[src/rtl/nexys_starship_pkg.sv]
// ============================================================================
// Module   : nexys_starship_pkg
// Brief    : Shared widths, defaults and one-hot FSM encodings for the GCD
//            request front end.
// Revision : 1.0 - initial release
// ============================================================================
`default_nettype none

package nexys_starship_pkg;

    localparam int c_DATA_W          = 8;
    localparam int c_DEPTH_DEFAULT   = 4;
    localparam int c_TIMEOUT_DEFAULT = 1024;

    localparam int c_ST_W = 6;
    localparam logic [c_ST_W-1:0] c_ST_IDLE   = 6'b000001;
    localparam logic [c_ST_W-1:0] c_ST_ISSUE  = 6'b000010;
    localparam logic [c_ST_W-1:0] c_ST_WAIT   = 6'b000100;
    localparam logic [c_ST_W-1:0] c_ST_ACK    = 6'b001000;
    localparam logic [c_ST_W-1:0] c_ST_RESULT = 6'b010000;
    localparam logic [c_ST_W-1:0] c_ST_ERR    = 6'b100000;

endpackage

`default_nettype wire

[src/rtl/nexys_starship_opq.sv]
// ============================================================================
// Module   : nexys_starship_opq
// Brief    : DEPTH-entry synchronous FIFO holding packed {A,B} operand pairs,
//            head word presented combinationally.
// Revision : 1.0 - initial release
// ============================================================================
`default_nettype none

module nexys_starship_opq #(
    parameter int DEPTH = 4,
    parameter int WIDTH = 16
) (
    input  logic                     Clk,
    input  logic                     Reset,
    input  logic                     push,
    input  logic                     pop,
    input  logic [WIDTH-1:0]         wdata,
    output logic [WIDTH-1:0]         rdata,
    output logic                     full,
    output logic                     empty,
    output logic [$clog2(DEPTH):0]   count
);

    localparam int c_AW = $clog2(DEPTH);
    localparam logic [c_AW:0] c_FULL = (c_AW+1)'(DEPTH);

    logic [WIDTH-1:0] r_mem [DEPTH];
    logic [c_AW-1:0]  r_wr_ptr;
    logic [c_AW-1:0]  r_rd_ptr;
    logic [c_AW:0]    r_count;
    logic             w_push;
    logic             w_pop;

    // A push while full is dropped even if a pop happens in the same cycle.
    assign w_push = push && !full;
    assign w_pop  = pop && !empty;

    always_ff @(posedge Clk) begin
        if (w_push) begin
            r_mem[r_wr_ptr] <= wdata;
        end
    end

    always_ff @(posedge Clk or posedge Reset) begin
        if (Reset) begin
            r_wr_ptr <= '0;
            r_rd_ptr <= '0;
            r_count  <= '0;
        end else begin
            if (w_push) r_wr_ptr <= r_wr_ptr + c_AW'(1);
            if (w_pop)  r_rd_ptr <= r_rd_ptr + c_AW'(1);
            case ({w_push, w_pop})
                2'b10:   r_count <= r_count + (c_AW+1)'(1);
                2'b01:   r_count <= r_count - (c_AW+1)'(1);
                default: r_count <= r_count;
            endcase
        end
    end

    assign rdata = r_mem[r_rd_ptr];
    assign full  = (r_count == c_FULL);
    assign empty = (r_count == '0);
    assign count = r_count;

endmodule

`default_nettype wire

[src/rtl/nexys_starship_gcd_req.sv]
// ============================================================================
// Module   : nexys_starship_gcd_req
// Brief    : Queues operand pairs and sequences them through an external GCD
//            core; optional WAIT timeout via NEXYS_STARSHIP_GCD_TIMEOUT_EN.
// Revision : 1.0 - initial release
// ============================================================================
`default_nettype none

module nexys_starship_gcd_req
    import nexys_starship_pkg::*;
#(
    parameter int DEPTH   = c_DEPTH_DEFAULT,
    parameter int TIMEOUT = c_TIMEOUT_DEFAULT
) (
    input  logic                Clk,
    input  logic                Reset,
    input  logic                In_Valid,
    output logic                In_Ready,
    input  logic [c_DATA_W-1:0] In_A,
    input  logic [c_DATA_W-1:0] In_B,
    output logic [c_DATA_W-1:0] Ain,
    output logic [c_DATA_W-1:0] Bin,
    output logic                Start,
    output logic                Ack,
    input  logic                q_I,
    input  logic                q_Done,
    input  logic [c_DATA_W-1:0] AB_GCD,
    output logic                Res_Valid,
    input  logic                Res_Ready,
    output logic [c_DATA_W-1:0] Res_GCD,
    output logic [c_DATA_W-1:0] Res_A,
    output logic [c_DATA_W-1:0] Res_B,
    output logic                Busy,
    output logic                Err,
    output logic [c_DATA_W-1:0] Done_Count
);

    logic [c_ST_W-1:0]     r_state;
    logic [c_DATA_W-1:0]   r_op_a;
    logic [c_DATA_W-1:0]   r_op_b;
    logic [c_DATA_W-1:0]   r_res_gcd;
    logic [c_DATA_W-1:0]   r_done_count;
    logic [2*c_DATA_W-1:0] w_head;
    logic [c_DATA_W-1:0]   w_head_a;
    logic [c_DATA_W-1:0]   w_head_b;
    logic                  w_full;
    logic                  w_empty;
    logic [$clog2(DEPTH):0] w_count;
    logic                  w_push;
    logic                  w_pop;
    logic                  w_timeout;

    assign w_push   = In_Valid && In_Ready;
    assign w_pop    = (r_state == c_ST_IDLE) && (w_count != '0);
    assign w_head_a = w_head[2*c_DATA_W-1:c_DATA_W];
    assign w_head_b = w_head[c_DATA_W-1:0];

    nexys_starship_opq #(
        .DEPTH (DEPTH),
        .WIDTH (2*c_DATA_W)
    ) u_opq (
        .Clk   (Clk),
        .Reset (Reset),
        .push  (w_push),
        .pop   (w_pop),
        .wdata ({In_A, In_B}),
        .rdata (w_head),
        .full  (w_full),
        .empty (w_empty),
        .count (w_count)
    );

`ifdef NEXYS_STARSHIP_GCD_TIMEOUT_EN
    localparam int c_TW = $clog2(TIMEOUT) + 1;
    localparam logic [c_TW-1:0] c_TMO_LAST = c_TW'(TIMEOUT - 1);

    logic [c_TW-1:0] r_wait_cnt;
    logic [c_TW-1:0] w_wait_nxt;

    // Timeout fires in the cycle whose count step would reach TIMEOUT-1.
    assign w_wait_nxt = r_wait_cnt + c_TW'(1);
    assign w_timeout  = !q_Done && (w_wait_nxt == c_TMO_LAST);

    always_ff @(posedge Clk or posedge Reset) begin
        if (Reset) begin
            r_wait_cnt <= '0;
        end else if (r_state == c_ST_ISSUE) begin
            r_wait_cnt <= '0;
        end else if (r_state == c_ST_WAIT) begin
            r_wait_cnt <= w_wait_nxt;
        end
    end

    assign Err = (r_state == c_ST_ERR);
`else
    logic w_unused_timeout;
    assign w_unused_timeout = (TIMEOUT != 0);
    assign w_timeout        = 1'b0;
    assign Err              = 1'b0;
`endif

    always_ff @(posedge Clk or posedge Reset) begin
        if (Reset) begin
            r_state      <= c_ST_IDLE;
            r_op_a       <= '0;
            r_op_b       <= '0;
            r_res_gcd    <= '0;
            r_done_count <= '0;
        end else begin
            case (r_state)
                c_ST_IDLE: begin
                    if (w_pop) begin
                        r_op_a <= w_head_a;
                        r_op_b <= w_head_b;
                        // gcd(x,0) = x, so a zero operand bypasses the core.
                        if ((w_head_a == '0) || (w_head_b == '0)) begin
                            r_res_gcd <= w_head_a | w_head_b;
                            r_state   <= c_ST_RESULT;
                        end else begin
                            r_state   <= c_ST_ISSUE;
                        end
                    end
                end
                c_ST_ISSUE: begin
                    if (q_I) r_state <= c_ST_WAIT;
                end
                c_ST_WAIT: begin
                    if (q_Done) begin
                        r_res_gcd <= AB_GCD;
                        r_state   <= c_ST_ACK;
                    end else if (w_timeout) begin
                        r_state   <= c_ST_ERR;
                    end
                end
                c_ST_ACK: begin
                    r_state <= c_ST_RESULT;
                end
                c_ST_RESULT: begin
                    if (Res_Ready) begin
                        r_done_count <= r_done_count + c_DATA_W'(1);
                        r_state      <= c_ST_IDLE;
                    end
                end
`ifdef NEXYS_STARSHIP_GCD_TIMEOUT_EN
                c_ST_ERR: begin
                    r_state <= c_ST_ERR;
                end
`endif
                default: begin
                    r_state <= c_ST_IDLE;
                end
            endcase
        end
    end

    assign In_Ready   = !w_full && !Err;
    assign Ain        = r_op_a;
    assign Bin        = r_op_b;
    assign Start      = (r_state == c_ST_ISSUE) && q_I;
    assign Ack        = (r_state == c_ST_ACK);
    assign Res_Valid  = (r_state == c_ST_RESULT);
    assign Res_GCD    = r_res_gcd;
    assign Res_A      = r_op_a;
    assign Res_B      = r_op_b;
    assign Busy       = (r_state != c_ST_IDLE) || !w_empty;
    assign Done_Count = r_done_count;

endmodule

`default_nettype wire

[config.mk]
export PLATFORM = sky130hd
export DESIGN_NAME = nexys_starship_gcd_req
export DESIGN_NICKNAME = d
export VERILOG_FILES = /design/src/rtl/nexys_starship_pkg.sv /design/src/rtl/nexys_starship_opq.sv /design/src/rtl/nexys_starship_gcd_req.sv
export SDC_FILE = /design/constraint.sdc
export NUM_CORES = 1
export LEC_CHECK = 0
export BUFFER_PORTS_ARGS = -buffer_cell sky130_fd_sc_hd__buf_4
export CAP_MARGIN = 10
export CORE_UTILIZATION = 62
export CTS_BUF_LIST = sky130_fd_sc_hd__clkbuf_8
export CTS_CLUSTER_SIZE = 30
export DETAILED_ROUTE_END_ITERATION = 10
export PLACE_DENSITY = 0.87
export RECOVER_POWER = 100
export SLEW_MARGIN = 20
export SYNTH_ARGS = -nofsm -noshare
export SYNTH_HDL_FRONTEND = slang
export SYNTH_SLANG_ARGS = --single-unit
[constraint.sdc]
create_clock -name Clk -period 5.51 [get_ports Clk]
set_input_delay 0.2755 -clock Clk [delete_from_list [all_inputs] [get_ports Clk]]
set_output_delay 0.2755 -clock Clk [all_outputs]
set_load 0.005 [all_outputs]
## Word-level counts from Yosys, hierarchy flattened

Memories as Yosys holds them, arrays and structs flattened.
Index checks and enable logic that the tools add are counted.

- Output and inout bits: 54
- Input bits: 30
- Memories kept: 1
- RAM bits: 64
- Register bits after elaboration: 45
- Word-level logic and storage cells: 61

- Muxes and demuxes: 13
- Eq/ne operators: 14
- Reduce and logical (&&, ||, !) cells: 19
- Add/subtract/negate cells: 5
- Bitwise operators: 1

Memory list:

| memory | depth | bits a word | read ports | clocked after memory_dff | wr ports | RTL line | RTL |
|---|---|---|---|---|---|---|---|
| u_opq.r_mem | 4 | 16 | 1 | 0 | 1 | nexys_starship_opq.sv:27 | `logic [WIDTH-1:0] r_mem [DEPTH];` |

Operator list:

| cell | count |
|---|---|
| $pmux 6 s5 | 1 |
| $mux 6 | 4 |
| $mux 8 | 3 |
| $logic_not 8->1 | 2 |
| $pmux 8 s2 | 1 |
| $add 8x1->8 const B | 1 |
| $or 8x8->8 | 1 |
| $reduce_and 4->1 | 2 |
| $eq 6x1->1 const B | 1 |
| $eq 6x2->1 const B | 1 |
| $eq 6x3->1 const B | 1 |
| $eq 6x4->1 const B | 1 |
| $eq 6x5->1 const B | 1 |
| $ne 2x1->1 const B | 3 |
| $ne 6x1->1 const B | 1 |
| $pmux 3 s2 | 1 |
| $logic_and 1x1->1 | 5 |
| $mux 5 | 1 |
| $add 2x1->2 const B | 2 |
| $ne 2x2->1 const B | 2 |
| $reduce_and 2->1 | 2 |
| $reduce_bool 2->1 | 2 |
| $add 3x1->3 const B | 1 |
| $eq 3x3->1 const B | 1 |
| 8 further kinds | 11 |

## Depth between registers and ports, before layout

- Word-level depth: 6
- Depth in mapped cells: 10

## Hierarchy

A second synthesis with hierarchy kept.

- Cells, all modules: 287
- Area, all modules: 4,693.3 sq um

Modules (own cells, without submodules):

| module | area each (sq um) | sequential area each (sq um) | cells each | instances |
|---|---|---|---|---|
| nexys_starship_opq | 2,778.9 | 2,097.0 | 122 | 1 |
| nexys_starship_gcd_req | 1,914.3 | 927.1 | 165 | 1 |

## Worst setup path before layout

No wires, ideal clock.

- Path type: register -> register
- Start point: register r_state[2]
- End point: register u_opq.r_count[2], in the netlist u_opq.count[2]
- Buffers on the path: 1
- Stages on the path, launching flop included: 11
- Setup time: 0.079 ns
- Data arrival time: 2.375 ns
- Clock period less this slack: 2.455 ns
- Path slack: 3.055 ns
- Cell sequence: dfrtp_1 -> nor3_1 -> nand2_1 -> nor2_1 -> clkbuf_1 -> ha_1 -> inv_1 -> fa_1 -> xor2_1 -> nor2_1 -> xor2_1

- Longest elaborated chain between the ends: 5
- Elaborated cells on any way between the ends: 7

Ends and longest elaborated chain:

| item | RTL line | RTL |
|---|---|---|
| from (decl) | nexys_starship_gcd_req.sv:38 | `logic [c_ST_W-1:0] r_state;` |
| from (signal assigned) | nexys_starship_gcd_req.sv:104 | `r_state <= c_ST_IDLE;` |
| from (signal assigned) | nexys_starship_gcd_req.sv:118 | `r_state <= c_ST_RESULT;` |
| from (signal assigned) | nexys_starship_gcd_req.sv:120 | `r_state <= c_ST_ISSUE;` |
| $eq 6x1->1 * | nexys_starship_gcd_req.sv:54 | `assign w_pop = (r_state == c_ST_IDLE) && (w_count != '0);` |
| $logic_and 1x1->1 * | nexys_starship_gcd_req.sv:54 |  |
| $logic_and 1x1->1 * | nexys_starship_opq.sv:36 | `assign w_pop = pop && !empty;` |
| via u_opq.w_pop | nexys_starship_opq.sv:32 | `logic w_pop;` |
| $eq 2x1->1 or $eq 2x2->1 (tied branches) | nexys_starship_opq.sv:52 | `case ({w_push, w_pop})` |
| $pmux 3 s2 or $reduce_bool 2->1 (tied branches) | n/a |  |
| to (signal assigned) | nexys_starship_opq.sv:53 | `2'b10: r_count <= r_count + (c_AW+1)'(1);` |
| to (signal assigned) | nexys_starship_opq.sv:54 | `2'b01: r_count <= r_count - (c_AW+1)'(1);` |
| to (signal assigned) | nexys_starship_opq.sv:55 | `default: r_count <= r_count;` |
| to (decl) | nexys_starship_opq.sv:30 | `logic [c_AW:0] r_count;` |

Mark *: on every way through the listed nets, which the timed path passes. The rest lies on a longest branch.
A chain may end at the register's enable or synchronous reset.

## Worst setup path in the final report

- Start point: register u_opq.r_rd_ptr[0]
- End point: register r_res_gcd[1], in the netlist Res_GCD[1]

- Longest elaborated chain between the ends: 5
- Elaborated cells on any way between the ends: 10

Ends and longest elaborated chain:

| item | RTL line | RTL |
|---|---|---|
| from (decl) | nexys_starship_opq.sv:29 | `logic [c_AW-1:0] r_rd_ptr;` |
| from (signal assigned) | nexys_starship_opq.sv:51 | `if (w_pop) r_rd_ptr <= r_rd_ptr + c_AW'(1);` |
| $mem_v2 4x16 * | n/a |  |
| $logic_not 8->1 or $or 8x8->8 (tied branches) | nexys_starship_gcd_req.sv:116, nexys_starship_gcd_req.sv:117 |  |
| $logic_or 1x1->1 or $mux 8 (tied branches) | nexys_starship_gcd_req.sv:116 | `if ((w_head_a == '0) \|\| (w_head_b == '0)) begin` |
| $ne 2x1->1 (no line) or $mux 8 (tied branches) | n/a |  |
| $reduce_and 4->1 (no line) or $pmux 8 s2 (tied branches) | n/a |  |
| to (signal assigned) | nexys_starship_gcd_req.sv:117 | `r_res_gcd <= w_head_a \| w_head_b;` |
| to (decl) | nexys_starship_gcd_req.sv:41 | `logic [c_DATA_W-1:0] r_res_gcd;` |

Mark *: on every way between the ends. The rest lies on a longest branch, timed or not. The select of a mux whose other input is x is not followed.

==> summary.md <==
| Metric | Value |
|---|---|
| Status | `finished, violations left` |
| Failing checks | `capacitance limit, slew limit` |
| Slew Viols, Final | `45` |
| #FFs+latches synth | `108` |
| Worst-Margin Slew | `2352 ps` |
| DR iter-0 viols | `127` |
| Clk root buf | `clkbuf_8` |
| Final clock skew | `15.19 ps` |
| Post-route clock period utilization | `55.38%` |
| Top-area cell type share of the netlist area | `40.75%` |
| Latest clock arrival within the worst-skew pair | `370 ps` |
| Sequential fraction of the synthesis area | `64.13%` |
| Yosys warns | `0` |
| Critical path type | `flip-flop to flip-flop` |
| RD Place Congestion | `0.8589` |
| Final TNS setup | `0 ps` |
| N_diodes | `0` |
| Via Count | `2803` |
| Worst hold path type | `primary input to flip-flop` |
| Reg clk slew, reported paths | `100 ps` |
| Share of post-route cells with drive strength above 1 | `27.85%` |
| Post-Syn Area | `0.004716 sq mm` |
| Core area | `0.007292 sq mm` |
| VDD IR max | `0.2380 mV` |
| Primary FF master, synth | `edfxtp_1` |
| Most area-consuming cells after synthesis | `edfxtp_1, dfrtp_1, mux4_1, mux2_2, buf_4` |
| CP required | `5790 ps` |
| Die width | `89.21 microns` |
| Fmax | `327.7 MHz` |
| Die area | `0.007958 sq mm` |
| WP data arrival | `3330 ps` |
| Area Overhead vs Synth | `13.58%` |
| CTS tree | `built` |
| Final setup vio count | `0` |
| Clock buffer depth | `2` |
| NetSw | `0.001047 W` |
| Setup repair bufs after CTS | `0` |
| Final HPWL DP | `6372 microns` |
| Avg WL per Cell | `18.83 microns` |
| TritonRoute pass-1 iters | `4` |
| Placed instance area | `0.005271 sq mm` |
| LEAKAGE | `2.172 nW` |
| Num CTS Buffers | `9` |
| GR Overflow Total | `0` |
| Power Density | `546.6 mW/mm^2` |
| RSZ-0062 raised after global routing | `no` |
| Synth area leader | `edfxtp_1` |
| Fin. Hold Viols | `0` |
| Most common cell in the synthesized netlist | `edfxtp_1` |
| Initial antenna violation count | `0` |
| Port-buffer cells | `82` |
| Nets | `409` |
| ANT nets after route | `0` |
| I/O Pins | `84` |
| MaxCap Viol Count | `1` |
| Vias in the first global route | `2614` |
| Syn_area_per_cell | `15.56 sq um` |
| Worst setup EP type | `flip-flop` |
| Post-cts sizing count | `0` |
| Post-synthesis net count | `340` |
| Switching Fraction | `35.77%` |
| Setup ws final | `2459 ps` |
| Clk pwr share | `16.5%` |
| Largest net degree at the start of global routing | `45` |
| GRT Total Usage | `23.99%` |
| Commonest cells in the netlist | `edfxtp_1, dfrtp_1, nor2_1` |
| Clock sink count | `108` |
| Final hold slack | `89.60 ps` |
| Sequential Power Share | `44.4%` |
| Critical Path Start Type | `flip-flop` |
| Unique cell type count in the Yosys netlist | `42` |
| Total routed wirelength | `8962 microns` |
| Number of synthesized flops with an enable pin | `64` |
| Final instance area | `0.005356 sq mm` |
| Place WS | `2737 ps` |
| First-pass GRT wire length | `13610 microns` |
| Initial Util | `64.67%` |
| # rows | `31` |
| FF-to-FF setup slack | `2460 ps` |
| Min Tclk post-route | `3051 ps` |
| Via-to-Cell Ratio | `5.889` |
| Die H | `89.21 microns` |
| Fraction of registers with async set/reset | `40.74%` |
| Cell count after synthesis | `303` |
| Crit-path max FO | `18` |
| Drt drc | `0` |
| Hold-fix buffers at CTS | `0` |
| Total internal power | `0.001880 W` |
| Slew margin rel. | `-56.81%` |
| Comb pwr share | `39.1%` |
| H-tree depth | `3` |
-- power by group through the flow --
stage / registers, W / logic [W] / clock network (W)
6_report: 0.00130 / 0.00114 / 0.000484
4_1_cts: 0.00130 / 0.00122 / 0.000491
2_1_floorplan: 0.00123 / 0.000931 / 0
5_1_grt: 0.00133 / 0.00126 / 0.000526
3_3_place_gp: 0.00130 / 0.00117 / 0
3_5_place_dp: 0.00132 / 0.00122 / 0
-- layout by cell type (no fill, tap or decap), types with 2 or more instances in the layout --
cell and count:
mux2_2 17, clkbuf_8 9, inv_1 9, nand2_1 17, mux4_1 11, nor3_1 3, and2_0 2, buf_4 14
ha_1 6, inv_8 3, nand3_1 7, a32oi_1 2, dfrtp_1 43, o211ai_1 8, a211o_1 9, o21ai_0 3
nor4_2 3, nand4_1 7, xnor2_1 7, nor2_1 23, mux4_2 5, edfxtp_1 64, and3_1 8, nor4_1 3
clkbuf_4 48, clkinv_8 2, inv_6 2, clkbuf_1 23, xor2_1 6
-- critical path: stages (launching register included) --
cell	delay, ps
dfrtp_1	1000
mux4_1	730
nor4_1	380
nand2_1	280
and3_1	370
o211ai_1	210
-- final timing paths --
kind	startpoint	to	cells after the start
max in group asynchronous	Reset	Res_GCD[3]	3
min reg2reg	Done_Count[7]	Done_Count[7]	1
max reg2reg	u_opq.r_rd_ptr[0]	Res_GCD[1]	5
min	q_I	r_state[1]	2
min in group asynchronous	Reset	u_opq.count[2]	3
max	u_opq.r_rd_ptr[0]	Res_GCD[1]	5
-- registers in the layout, indices dropped and copies added (netlist names) --
name	flops
u_opq.r_mem	64
Ain	8
Bin	8
Done_Count	8
Res_GCD	8
r_state	5
u_opq.count	3
u_opq.r_rd_ptr	2
u_opq.r_wr_ptr	2
-- metrics by stage --
stage          util, %  cells  power (W)
2_1_floorplan        -    303   0.002156
3_3_place_gp     72.29    459   0.002471
3_5_place_dp     72.29    459   0.002536
4_1_cts          75.14    475   0.003014
5_1_grt          73.46    476   0.003112
6_report         73.46    476   0.002928
-- kinds of logic (layout without fill, tap and decap cells) --
| family | count (synthesis) | after routing | share of synthesized area (%) |
|---|---|---|---|
| other cells | 1 | 1 | 0.07952 |
| compound gates | 24 | 24 | 4.564 |
| xor+xnor | 13 | 13 | 2.414 |
| flops | 108 | 108 | 64.13 |
| simple gates | 79 | 79 | 8.994 |
| buf+inv | 37 | 111 | 5.014 |
| fa+ha+maj | 7 | 7 | 2.016 |
| mux | 34 | 34 | 12.79 |
-- layer usage --
| metal | track usage (%) | vias up | wire, microns |
|---|---|---|---|
| li1 | - | 1268 | - |
| met1 | 32.83 | 1396 | 3831 |
| met2 | 39.69 | 121 | 4494 |
| met3 | 4.063 | 18 | 465 |
| met4 | 8.225 | 0 | 171 |
| met5 | 0 | - | 0 |
-- final cells by class --
type	count	area [sq um]
Sequential cell	108	3024
Inverter	10	37.54
Tap cell	99	123.9
Multi-Input combinational cell	158	1411
Clock buffer	9	123.9
Timing Repair Buffer	85	551.8
Clock inverter	7	83.83
Fill cell	480	1936
Note: power is estimated with default switching activity, not from simulation.
